File: config.mk
export PLATFORM = sky130hd
export DESIGN_NAME = sprite_rom_arbiter_flat
export DESIGN_NICKNAME = d
export VERILOG_FILES = /design/src/rtl/sprite_pkg.sv /design/src/rtl/sprite_rom_arbiter_if.sv /design/src/rtl/sprite_rr_pick.sv /design/src/rtl/sprite_rom_arbiter.sv /design/src/flat_wrapper.sv
export SDC_FILE = /design/constraint.sdc
export NUM_CORES = 1
export LEC_CHECK = 0
export CORE_MARGIN = 3
export CORE_UTILIZATION = 64
export DETAILED_ROUTE_END_ITERATION = 12
export DONT_BUFFER_PORTS = 1
export PLACE_DENSITY = 0.8
export SLEW_MARGIN = 20
export SYNTH_ARGS = -nofsm -noshare
export SYNTH_HDL_FRONTEND = slang
export SYNTH_SLANG_ARGS = --single-unit
export TNS_END_PERCENT = 5
File: constraint.sdc
create_clock -name vga_clk -period 4.7 [get_ports vga_clk]
set_input_delay 0.705 -clock vga_clk [delete_from_list [all_inputs] [get_ports vga_clk]]
set_output_delay 0.705 -clock vga_clk [all_outputs]
set_load 0.005 [all_outputs]
File: src/rtl/sprite_pkg.sv
// Shared sprite constants: sprite geometry, ROM depth and palette index type.
package sprite_pkg;
    localparam int SPRITE_DIM       = 14;
    localparam int SPRITE_ROM_DEPTH = SPRITE_DIM * SPRITE_DIM;
    localparam int PAL_IDX_W        = 2;

    typedef logic [PAL_IDX_W-1:0] pal_idx_t;

    localparam pal_idx_t PAL_TRANSPARENT = '0;
endpackage

File: src/rtl/sprite_rom_arbiter_if.sv
// Renderer-side request/return bus plus the ROM address/data pair of the arbiter.
interface sprite_rom_arbiter_if #(
    parameter int NUM_REQ = 4,
    parameter int ADDR_W  = 8,
    parameter int DATA_W  = sprite_pkg::PAL_IDX_W
);
    import sprite_pkg::*;

    logic [NUM_REQ-1:0]        req;
    logic [NUM_REQ*ADDR_W-1:0] addr;
    logic [NUM_REQ-1:0]        gnt;
    logic [ADDR_W-1:0]         rom_address;
    logic [DATA_W-1:0]         rom_q;
    logic [NUM_REQ-1:0]        rd_valid;
    logic [DATA_W-1:0]         rd_data;
    logic                      rd_oob;

    modport master (
        output req, addr, rom_q,
        input  gnt, rom_address, rd_valid, rd_data, rd_oob
    );

    modport slave (
        input  req, addr, rom_q,
        output gnt, rom_address, rd_valid, rd_data, rd_oob
    );
endinterface

File: src/rtl/sprite_rr_pick.sv
// Round-robin pick: first asserted req at or after ptr, wrapping mod NUM_REQ.
module sprite_rr_pick #(
    parameter int NUM_REQ = 4
) (
    input  logic [NUM_REQ-1:0]         req,
    input  logic [$clog2(NUM_REQ)-1:0] ptr,
    output logic [NUM_REQ-1:0]         gnt,
    output logic [$clog2(NUM_REQ)-1:0] idx
);
    localparam int PTR_W = $clog2(NUM_REQ);

    always_comb begin
        gnt = '0;
        idx = '0;
        // Scan farthest-first so the candidate nearest ptr is the last writer.
        for (int i = NUM_REQ - 1; i >= 0; i--) begin
            if (req[(int'(ptr) + i) % NUM_REQ]) begin
                gnt = '0;
                gnt[(int'(ptr) + i) % NUM_REQ] = 1'b1;
                idx = PTR_W'((int'(ptr) + i) % NUM_REQ);
            end
        end
    end
endmodule

File: src/rtl/sprite_rom_arbiter.sv
// Round-robin arbiter sharing one sprite ROM; palette index returns one cycle after grant.
module sprite_rom_arbiter
    import sprite_pkg::*;
#(
    parameter int NUM_REQ   = 4,
    parameter int ADDR_W    = 8,
    parameter int DATA_W    = PAL_IDX_W,
    parameter int ROM_DEPTH = SPRITE_ROM_DEPTH
) (
    input  logic                 vga_clk,
    input  logic                 reset_n,
    sprite_rom_arbiter_if.slave  bus
);
    localparam int PTR_W = $clog2(NUM_REQ);

    logic [PTR_W-1:0]   ptr_q, ptr_d, pick_idx;
    logic [NUM_REQ-1:0] pick_gnt, gnt;
    logic [NUM_REQ-1:0] rd_valid_q, rd_valid_d;
    logic [DATA_W-1:0]  rd_data_q, rd_data_d;
    logic               rd_oob_q, rd_oob_d;
    logic [ADDR_W-1:0]  rom_address;
    logic               grant_any, oob;

    sprite_rr_pick #(.NUM_REQ(NUM_REQ)) u_pick (
        .req (bus.req),
        .ptr (ptr_q),
        .gnt (pick_gnt),
        .idx (pick_idx)
    );

    always_comb begin
        // Grant is combinational, so it must be masked while reset is held.
        gnt         = reset_n ? pick_gnt : '0;
        grant_any   = |gnt;
        rom_address = grant_any ? bus.addr[pick_idx*ADDR_W +: ADDR_W] : '0;
        oob         = int'(rom_address) >= ROM_DEPTH;

        ptr_d = ptr_q;
        if (grant_any)
            ptr_d = (pick_idx == PTR_W'(NUM_REQ - 1)) ? '0 : pick_idx + 1'b1;

        rd_valid_d = gnt;
        rd_data_d  = (grant_any && !oob) ? bus.rom_q : DATA_W'(PAL_TRANSPARENT);
        rd_oob_d   = grant_any && oob;
    end

    always_ff @(posedge vga_clk or negedge reset_n) begin
        if (!reset_n) begin
            ptr_q      <= '0;
            rd_valid_q <= '0;
            rd_data_q  <= '0;
            rd_oob_q   <= 1'b0;
        end else begin
            ptr_q      <= ptr_d;
            rd_valid_q <= rd_valid_d;
            rd_data_q  <= rd_data_d;
            rd_oob_q   <= rd_oob_d;
        end
    end

    assign bus.gnt         = gnt;
    assign bus.rom_address = rom_address;
    assign bus.rd_valid    = rd_valid_q;
    assign bus.rd_data     = rd_data_q;
    assign bus.rd_oob      = rd_oob_q;
endmodule

File: src/flat_wrapper.sv
// flat-port wrapper written by rule: the top's interface ports become plain ports
module sprite_rom_arbiter_flat import sprite_pkg::*;
#(
    parameter int NUM_REQ   = 4,
    parameter int ADDR_W    = 8,
    parameter int DATA_W    = PAL_IDX_W,
    parameter int ROM_DEPTH = SPRITE_ROM_DEPTH
)
  (vga_clk, reset_n, bus_req, bus_addr, bus_rom_q, bus_gnt, bus_rom_address, bus_rd_valid, bus_rd_data, bus_rd_oob);
  sprite_rom_arbiter_if #(.NUM_REQ(NUM_REQ), .ADDR_W(ADDR_W), .DATA_W(DATA_W)) bus_i ();
  input  logic vga_clk;
  input  logic reset_n;
  input wire logic [$bits(bus_i.req)-1:0] bus_req;
  input wire logic [$bits(bus_i.addr)-1:0] bus_addr;
  input wire logic [$bits(bus_i.rom_q)-1:0] bus_rom_q;
  output wire logic [$bits(bus_i.gnt)-1:0] bus_gnt;
  output wire logic [$bits(bus_i.rom_address)-1:0] bus_rom_address;
  output wire logic [$bits(bus_i.rd_valid)-1:0] bus_rd_valid;
  output wire logic [$bits(bus_i.rd_data)-1:0] bus_rd_data;
  output wire logic [$bits(bus_i.rd_oob)-1:0] bus_rd_oob;
  assign bus_i.req = bus_req;
  assign bus_i.addr = bus_addr;
  assign bus_i.rom_q = bus_rom_q;
  assign bus_gnt = bus_i.gnt;
  assign bus_rom_address = bus_i.rom_address;
  assign bus_rd_valid = bus_i.rd_valid;
  assign bus_rd_data = bus_i.rd_data;
  assign bus_rd_oob = bus_i.rd_oob;
  sprite_rom_arbiter #(.NUM_REQ(NUM_REQ), .ADDR_W(ADDR_W), .DATA_W(DATA_W), .ROM_DEPTH(ROM_DEPTH)) u_core (.vga_clk(vga_clk), .reset_n(reset_n), .bus(bus_i));
endmodule
==> flow_metrics.env <==
export IMPL_p_comb_share_pct=84.0
export IMPL_hold_path_class="in2async"
export IMPL_power_density_nw_per_um2=904.7
export IMPL_synth_cells=162
export IMPL_p_sw_share_pct=50.54
export IMPL_hold_violations=0
export IMPL_cts_tree="built"
export IMPL_leakage_nw=0.6530
export IMPL_crit_type="reg2out"
export IMPL_rows=16
export IMPL_area_growth_pct=-1.473
export IMPL_antenna_found_initial=0
export IMPL_yosys_warnings=0
export IMPL_cts_buffers=3
export IMPL_timing_final_crit_share_pct=89.96
export IMPL_synth_area_top_cells="dfrtp_1 16%, mux2i_1 13%, mux2_2 7.8%"
export IMPL_synthFlopType="dfrtp_1"
export IMPL_max_freq_mhz=236.5
export IMPL_die_area_um2=2862
export IMPL_period_needed_ns=4.228
export IMPL_grt_setup_unrepaired="no"
export IMPL_gp_congestion=0.8920
export IMPL_maxCapViolCount=0
export IMPL_endpoint_kind="primary output"
export IMPL_setup_viol=0
export IMPL_postSynth_asyncResetShare_pct=100.0
export IMPL_syn_area_um2=1444
export IMPL_start_util_pct=70.71
export IMPL_hold_ws_ns=0.1284
export IMPL_grt_usage_pct=25.26
export IMPL_r2r_cells=10
export IMPL_dr_pass1_iters=4
export IMPL_synth_distinct_cells=46
export IMPL_tns_ns=0
export IMPL_grt_max_degree=20
export IMPL_setup_slack_ns=0.4719
export IMPL_critPathMaxFanout=14
export IMPL_route_vias_total=1260
export IMPL_cts_hold_buf=0
export IMPL_synth_top_area_cell="dfrtp_1"
export IMPL_dp_hpwl_um=2619
export IMPL_skew_ns=0.007835
export IMPL_cts_resized=0
export IMPL_cts_setup_buffers=0
export IMPL_coreArea_um2=2042
export IMPL_drive_gt1_share_pct=16.67
export IMPL_cp_data_required_time_ns=3.99
export IMPL_ir_drop_mv=0.6714
export IMPL_overflow=0
export IMPL_antenna_cells=0
export IMPL_insertion_delay_ns=0.26
export IMPL_tightest_slew_ns=0.5720
export IMPL_grt_pass1_vias=1220
export IMPL_seq_power_share_pct=11.3
export IMPL_synth_edf_count=0
export IMPL_maxSlewViolCount=0
export IMPL_htreeDepth=1
export IMPL_viasPerCell=6.885
export IMPL_ys_ff_latch=9
export IMPL_crit_arrival_ns=3.52
export IMPL_antenna_left=0
export IMPL_cts_num_sinks=9
export IMPL_nets=205
export IMPL_p_int_mw=0.6366
export IMPL_drc=0
export IMPL_synth_top_area_share_pct=15.60
export IMPL_cts_root_buffer_cell="clkbuf_4"
export IMPL_final_fill_count=166
export IMPL_synth_nets=210
export IMPL_clkPwrFrac_pct=4.7
export IMPL_drt_initial_drc_count=24
export IMPL_multi_input_area_um2=1076
export IMPL_clk_pin_slew_worst_paths_ns=0.06
export IMPL_grt_pass1_wl_um=5361
export IMPL_ios=59
export IMPL_p_sw_mw=0.6505
export IMPL_portBuffers=0
export IMPL_seq_area_um2=225.2
export IMPL_die_x_um=53.50
export IMPL_clock_path_buffers=2
export IMPL_dieHeight_um=53.50
export IMPL_slew_limit_headroom_pct=61.47
export IMPL_rrSetupSlack_ns=1.15
export IMPL_syn_area_per_cell_um2=8.913
export IMPL_run_status="completed"
export IMPL_drt_wl_total_um=3252
export IMPL_place_ws_ns=0.7848
export IMPL_yosysSeqAreaShare_pct=15.60
export IMPL_start_kind="register"
export IMPL_post_drt_wl_per_cell_um=17.77
==> area by class of cell <==
class / instances / area share [%]
tap: 27 / 2.375
timing repair buffer: 2 / 1.055
clock buffer: 4 / 1.847
sequential: 9 / 15.83
inverter: 12 / 3.254
multi-input combinational: 129 / 75.64
==> registers in the layout (all words and copies together) (netlist names) <==
name / count
u_core.bus.rd_valid: 4
u_core.bus.rd_oob: 1
u_core.ptr_q: 2
u_core.bus.rd_data: 2
==> synthesized netlist by cell type (all sizes together) (2+ instances only) <==
cell type,count
a21oi,8
inv,10
mux4,2
a21o,2
nand3b,2
a22o,4
a221o,4
mux2i,19
dfrtp,9
buf,11
o221ai,4
nand2,13
ha,8
mux2,10
a211oi,6
nor2,5
clkinv,2
o211a,2
o211ai,4
and2,12
o21ai,3
nand2b,5
==> worst paths after layout <==
check                                                        end                   startpoint
min in group vga_clk             u_core.bus.rd_data[1]$_DFF_PN0_                 bus_rom_q[1]
max in group asynchronous        u_core.bus.rd_data[0]$_DFF_PN0_                      reset_n
worst min register to register       u_core.ptr_q[0]$_DFFE_PN0P_  u_core.ptr_q[0]$_DFFE_PN0P_
worst min-delay path            u_core.bus.rd_valid[0]$_DFF_PN0_                      reset_n
worst max register to register       u_core.bus.rd_oob$_DFF_PN0_  u_core.ptr_q[1]$_DFFE_PN0P_
worst max-delay path                          bus_rom_address[6]  u_core.ptr_q[1]$_DFFE_PN0P_
==> power by group through the flow <==
stage          clock [mW]  combinational, mW  sequential [mW]
6_report           0.0605               1.08            0.145
5_1_grt            0.0666               1.20            0.152
4_1_cts            0.0632               1.08            0.147
3_5_place_dp            0               1.08            0.148
3_3_place_gp            0               1.04            0.144
2_1_floorplan           0              0.987            0.137
==> worst max-delay path: stages, from the launching register on <==
cell and delay [ns]:
dfrtp_1 0.58, inv_1 0.21, ha_1 0.51, mux4_2 0.32
clkinv_2 0.13, and2_4 0.21, a221o_1 0.30, o211ai_1 0.21
nand4_1 0.45, and2_1 0.34
==> layout by cell type, fill, tap and decap left out, drive strengths merged, types with 5 or more instances in the layout <==
master	synthesis	routed
nand2	13	13
mux2	10	10
mux2i	19	19
nor2	5	5
dfrtp	9	9
and2	12	12
nand2b	5	5
a211oi	6	6
inv	10	10
a21oi	8	8
ha	8	8
==> routing by layer <==
metal | global-route usage, % | wire [µm] | vias to the layer above
met5 | 0 | 0 | -
met3 | 6.479 | 297 | 10
met4 | 13.19 | 101 | 0
li1 | - | - | 593
met1 | 30.85 | 1306 | 583
met2 | 40.41 | 1546 | 74
==> metrics by stage <==
stage,utilization (%),total power [mW],std cells,cell area (µm²)
after global routing,69.67,1.419,183,1423
after global placement,68.38,1.180,179,1396
after detailed placement,68.38,1.227,179,1396
final,69.67,1.287,183,1423
after floorplan,-,1.123,162,1444
after CTS,69.67,1.290,183,1423
==> logic make-up (layout without fill, tap and decap cells) <==
kind of cell | after synthesis | count (layout) | share of synthesized area, %
DFF | 9 | 9 | 15.60
xor gates and xnor gates | 1 | 1 | 0.6067
buffers and inverters | 24 | 18 | 9.878
muxes | 31 | 31 | 24.09
adders and majority gates | 8 | 8 | 6.933
and+or+nand+nor | 45 | 45 | 17.94
AOI/OAI and AO/OA | 44 | 44 | 24.96
Power figures use the tool's default switching activity.
